[config.mk]
export PLATFORM = sky130hd
export DESIGN_NAME = reg_write_arbiter
export DESIGN_NICKNAME = d
export VERILOG_FILES = /design/src/rtl/reg_write_arbiter.sv
export SDC_FILE = /design/constraint.sdc
export NUM_CORES = 1
export LEC_CHECK = 0
export ABC_AREA = 1
export CORE_MARGIN = 4
export CORE_UTILIZATION = 64
export DETAILED_ROUTE_END_ITERATION = 12
export DONT_BUFFER_PORTS = 1
export HOLD_SLACK_MARGIN = 0.15
export PLACE_DENSITY = 0.89
export SLEW_MARGIN = 25
export SYNTH_ARGS = -nofsm -noshare
export SYNTH_HDL_FRONTEND = slang
export SYNTH_SLANG_ARGS = --single-unit
export TNS_END_PERCENT = 100
[constraint.sdc]
create_clock -name clk -period 2.5 [get_ports clk]
set_input_delay 0.5 -clock clk [delete_from_list [all_inputs] [get_ports clk]]
set_output_delay 0.5 -clock clk [all_outputs]
set_load 0.03 [all_outputs]
[src/rtl/reg_write_arbiter.sv]
// reg_write_arbiter
// Round-robin arbiter for the single write port of a register bank. Four
// requesters present valid/ready write requests. One request is granted per
// cycle, and the winning write is registered onto the bank's write port. A
// requester can lock the port for a burst. A burst is released when the owner
// drops its lock request, or by force after LOCK_MAX cycles in LOCKED.
//
// Ports:
//   clk        clock; all state updates on the rising edge
//   rst        asynchronous active-low reset
//   req_valid  per-requester write request valid
//   req_lock   per-requester request to keep the port after this transfer
//   req_addr   requester i address at [i*ADDR_WIDTH +: ADDR_WIDTH]
//   req_data   requester i data at [i*REG_WIDTH +: REG_WIDTH]
//   req_ready  one-hot grant (combinational)
//   wr_en      registered write enable to the bank
//   wr_addr    registered write address
//   wr_data    registered write data
//   wr_src     registered index of the requester behind this write
//   locked     high while the port is locked by an owner
module reg_write_arbiter #(
  parameter int REG_WIDTH  = 16,
  parameter int ADDR_WIDTH = 3,
  parameter int LOCK_MAX   = 8
) (
  input  logic                    clk,
  input  logic                    rst,
  input  logic [3:0]              req_valid,
  input  logic [3:0]              req_lock,
  input  logic [4*ADDR_WIDTH-1:0] req_addr,
  input  logic [4*REG_WIDTH-1:0]  req_data,
  output logic [3:0]              req_ready,
  output logic                    wr_en,
  output logic [ADDR_WIDTH-1:0]   wr_addr,
  output logic [REG_WIDTH-1:0]    wr_data,
  output logic [1:0]              wr_src,
  output logic                    locked
);

  typedef enum logic {
    ST_IDLE   = 1'b0,
    ST_LOCKED = 1'b1
  } state_e;

  localparam logic [7:0] LOCK_MAX_C = 8'(LOCK_MAX);

  state_e                state_q, state_d;
  logic [1:0]            rr_ptr_q, rr_ptr_d;
  logic [1:0]            owner_q, owner_d;
  logic [7:0]            lock_cnt_q, lock_cnt_d;
  logic                  wr_en_q;
  logic [ADDR_WIDTH-1:0] wr_addr_q;
  logic [REG_WIDTH-1:0]  wr_data_q;
  logic [1:0]            wr_src_q;

  logic                  win_found;
  logic [1:0]            win_idx;
  logic [1:0]            scan_idx;
  logic [3:0]            grant;
  logic [1:0]            gnt_idx;
  logic                  xfer;
  logic                  xfer_lock;
  logic [ADDR_WIDTH-1:0] sel_addr;
  logic [REG_WIDTH-1:0]  sel_data;

  // Round-robin scan: first valid requester starting at rr_ptr, wrapping mod 4.
  always_comb begin
    win_found = 1'b0;
    win_idx   = 2'd0;
    scan_idx  = 2'd0;
    for (int k = 0; k < 4; k++) begin
      scan_idx = rr_ptr_q + 2'(k);
      if (!win_found && req_valid[scan_idx]) begin
        win_found = 1'b1;
        win_idx   = scan_idx;
      end else begin
        win_found = win_found;
      end
    end
  end

  // Grant selection. While LOCKED, only the owner can be granted.
  always_comb begin
    grant   = 4'b0000;
    gnt_idx = 2'd0;
    case (state_q)
      ST_IDLE: begin
        if (win_found) begin
          grant[win_idx] = 1'b1;
          gnt_idx        = win_idx;
        end else begin
          grant = 4'b0000;
        end
      end
      ST_LOCKED: begin
        grant[owner_q] = req_valid[owner_q];
        gnt_idx        = owner_q;
      end
      default: begin
        grant   = 4'b0000;
        gnt_idx = 2'd0;
      end
    endcase
  end

  // Ready is forced low while reset is held, independent of the FSM state.
  assign req_ready = rst ? grant : 4'b0000;
  assign xfer      = |(req_valid & req_ready);
  assign xfer_lock = req_lock[gnt_idx];
  assign sel_addr  = req_addr[gnt_idx*ADDR_WIDTH +: ADDR_WIDTH];
  assign sel_data  = req_data[gnt_idx*REG_WIDTH +: REG_WIDTH];

  // Next-state logic for the FSM, round-robin pointer, owner and lock counter.
  always_comb begin
    state_d    = state_q;
    rr_ptr_d   = rr_ptr_q;
    owner_d    = owner_q;
    lock_cnt_d = lock_cnt_q;
    case (state_q)
      ST_IDLE: begin
        if (xfer) begin
          if (xfer_lock) begin
            state_d    = ST_LOCKED;
            owner_d    = gnt_idx;
            lock_cnt_d = 8'd1;
          end else begin
            rr_ptr_d = gnt_idx + 2'd1;
          end
        end else begin
          rr_ptr_d = rr_ptr_q;
        end
      end
      ST_LOCKED: begin
        // A forced release takes priority over an owner transfer that still
        // requests the lock. The transfer in that cycle still goes through.
        if ((lock_cnt_q == LOCK_MAX_C) || (xfer && !xfer_lock)) begin
          state_d    = ST_IDLE;
          rr_ptr_d   = owner_q + 2'd1;
          lock_cnt_d = 8'd0;
        end else begin
          lock_cnt_d = lock_cnt_q + 8'd1;
        end
      end
      default: begin
        state_d    = ST_IDLE;
        lock_cnt_d = 8'd0;
      end
    endcase
  end

  // Arbitration state registers.
  always_ff @(posedge clk or negedge rst) begin
    if (!rst) begin
      state_q    <= ST_IDLE;
      rr_ptr_q   <= 2'd0;
      owner_q    <= 2'd0;
      lock_cnt_q <= 8'd0;
    end else begin
      state_q    <= state_d;
      rr_ptr_q   <= rr_ptr_d;
      owner_q    <= owner_d;
      lock_cnt_q <= lock_cnt_d;
    end
  end

  // Write stage. Address, data and source hold their values between writes.
  always_ff @(posedge clk or negedge rst) begin
    if (!rst) begin
      wr_en_q   <= 1'b0;
      wr_addr_q <= '0;
      wr_data_q <= '0;
      wr_src_q  <= 2'd0;
    end else if (xfer) begin
      wr_en_q   <= 1'b1;
      wr_addr_q <= sel_addr;
      wr_data_q <= sel_data;
      wr_src_q  <= gnt_idx;
    end else begin
      wr_en_q <= 1'b0;
    end
  end

  assign wr_en   = wr_en_q;
  assign wr_addr = wr_addr_q;
  assign wr_data = wr_data_q;
  assign wr_src  = wr_src_q;
  assign locked  = (state_q == ST_LOCKED);

endmodule

==> run metrics <==
status complete, no violations; final hold violation count 0; most frequent cell after synthesis nand2_1; Syn Nets 503; Post-Synthesis Cell Area 2734 µm²; Post-layout nets 510; Layout area overhead 11.44%; Max-slew headroom 63.50%; Crit path largest cell delay 0.45 ns; layout cells sized above 1 17.02%; row count 23; CTS Buf Count 5; via/cell ratio 5.905; Synth Register Bits 35; Congestion Overflow GR 0; root buf cell clkbuf_8; Max Root-Sink Buffers 2; Die Ht 73.36 µm; DRT Pass-1 Iters 5; vias 2793; post-synth top area cell dfrtp_1; first-pass GRT wire length 11340 µm; Final Skew 0.007777 ns; Residual DRC 0; clock slew at reported path FFs 0.08 ns; Synth top cells by count nand2_1 (143), inv_1 (43), dfrtp_1 (35); initial core utilization 67.38%; CP Data Required Time 2.00 ns; Max Fclk 409.8 MHz; clk sink count 35; post-DP HPWL 5372 µm; Tmin final 2.440 ns; Async SR Flop Fraction 100.0%; post-synthesis sequential area ratio 32.04%; CP bufs+invs 3; H-tree depth 2; final max-slew violation count 0; Post-Route WL 7323 µm; CP delay by family, top simple AND/OR/NAND/NOR gates; worst path cell trace buf_6, nand2_1, nand2_2, nand2_2, nand2_2, nor2_4, nand3_2, nand4_1, buf_4, nand3_2, inv_4; final setup violation count 0; clk_lat worst skew 0.29 ns; number of diodes 0; Core Area 4058 µm²; WHS 0.3966 ns; max-capacitance violation count 0; synthesis warning total 0; Synth Area per Inst 6.588 µm²; initial antenna violation count 0; RSZ-0062 raised after global routing true; Hold Crit Class in2reg; crit end category output port; GRT Util Overall 26.55%; die width 73.36 µm; share of the synthesized area in the top cell type 32.04%; Tcrit/Tclk final 97.60%; Unique masters post-synth 34; slowest CP cell dfrtp_2; Placer Congestion 0.8124; WS Path Type reg2out; Ports 113; vias in the first global route 2469; TritonCTS clock tree built; Die Area 5382 µm²; DR iter-0 viols 222; Worst path most repeated cell nand2_2; WL/cell 15.48 µm; top cells by area, synth dfrtp_1 (32%), nand2_1 (20%), inv_1 (5.9%); ys flop type dfrtp_1; critical path fanouts, max 8; EDFF count, synth 0; Synth Instances 415; crit path launch type flop; largest net degree at the start of global routing 44; port bufs 0; Final ANT Viol Nets 0; Tightest Pin Transition 0.5474 ns; Arrival @ worst endpoint 1.94 ns
logic make-up (layout without fill, tap and decap cells):
kind of cell / after synthesis / count (layout) / synth area share [%]
AO/OA/AOI/OAI: 87 / 87 / 17.39
adder cells (fa/ha/maj): 2 / 2 / 0.9152
flip-flops: 35 / 35 / 32.04
buffers and inverters: 68 / 76 / 11.81
XOR/XNOR: 5 / 5 / 1.602
AND/OR/NAND/NOR: 218 / 218 / 36.25
metrics by stage:
| step | cell area (µm²) | setup WS, ns | util [%] | setup TNS, ns | std cells |
|---|---|---|---|---|---|
| after CTS | 2910 | 0.002089 | 71.72 | 0 | 465 |
| after detailed placement | 2758 | 0.2408 | 67.96 | 0 | 455 |
| after global routing | 3047 | -0.05251 | 75.08 | -0.3382 | 473 |
| after global placement | 2758 | 0.3322 | 67.96 | 0 | 455 |
| after floorplan | 2734 | 0.3723 | - | 0 | 415 |
| final | 3047 | 0.05988 | 75.08 | 0 | 473 |
worst register-to-register path, cell delays in order (launching register included):
cell and delay [ns]:
dfrtp_2 0.45, buf_6 0.15, nand2_1 0.08, nand2_2 0.08, nand2_1 0.07, nand2_1 0.08
nand2_2 0.09, nand2_1 0.07, nand2_2 0.08, nand2_2 0.07, a21oi_4 0.21, nor2_4 0.07
buf_4 0.14, nor2_4 0.12, nand2_4 0.12, buf_4 0.22, nor2_1 0.13, nor3_2 0.06
what timing repair did:
item / 4_1_cts / 5_1_grt
resized for setup: 2 / 25
setup buffers: 0 / 8
endpoints found under the hold margin: 35 / 0
setup endpoints to repair: 2 / 28
pin swaps: 0 / 4
hold buffers: 2 / 0
placed cells by master (no fill, tap or decap), drive strengths merged:
cell	count
nand2	155
o22ai	17
xnor2	2
dfrtp	35
dlygate4sd3	1
nand4	7
nand3	36
bufinv	1
clkinv	2
or4	1
a21oi	25
and2	1
clkbuf	6
nor3	2
nand3b	1
xor2	3
buf	20
o21ai	43
inv	46
a21boi	1
nor4	1
a31oi	1
nor2	14
ha	2
final cells by class:
type                            count  area (µm²)
Multi-Input combinational cell    312        1590
Fill cell                         323        1011
Sequential cell                    35       878.3
Timing Repair Buffer               21       209.0
Inverter                           47       188.9
Clock buffer                        6       82.58
Tap cell                           50       62.56
Clock inverter                      2       35.03
sequential cells by signal, summed over array words and instances, names as in the netlist:
register / count
lock_cnt_q: 8
locked: 1
owner_q: 2
rr_ptr_q: 2
wr_addr: 3
wr_data: 16
wr_en: 1
wr_src: 2
worst paths after layout:
| check | startpoint | endpoint | slack (ns) | cells past startpoint |
|---|---|---|---|---|
| min reg2reg | owner_q[0] | owner_q[0] | 0.55 | 2 |
| min in group asynchronous | rst | wr_data[15] | 0.65 | 2 |
| min | req_data[47] | wr_data[15] | 0.40 | 2 |
| max | rr_ptr_q[0] | req_ready[3] | 0.06 | 11 |
| max reg2reg | rr_ptr_q[0] | wr_src[1] | 0.12 | 17 |
| max in group asynchronous | rst | rr_ptr_q[1] | 1.63 | 2 |
layer usage:
metal / vias to the layer above / GRT usage, % / share of wire (%)
met5: - / 0 / 0
met4: 0 / 6.439 / 1.7
met3: 18 / 6.430 / 8.3
met2: 119 / 42.30 / 50
met1: 1284 / 36.47 / 40
li1: 1372 / - / -
Power is not shown: default switching activity piles up to over one toggle a cycle in this logic, so the estimate is an artifact.
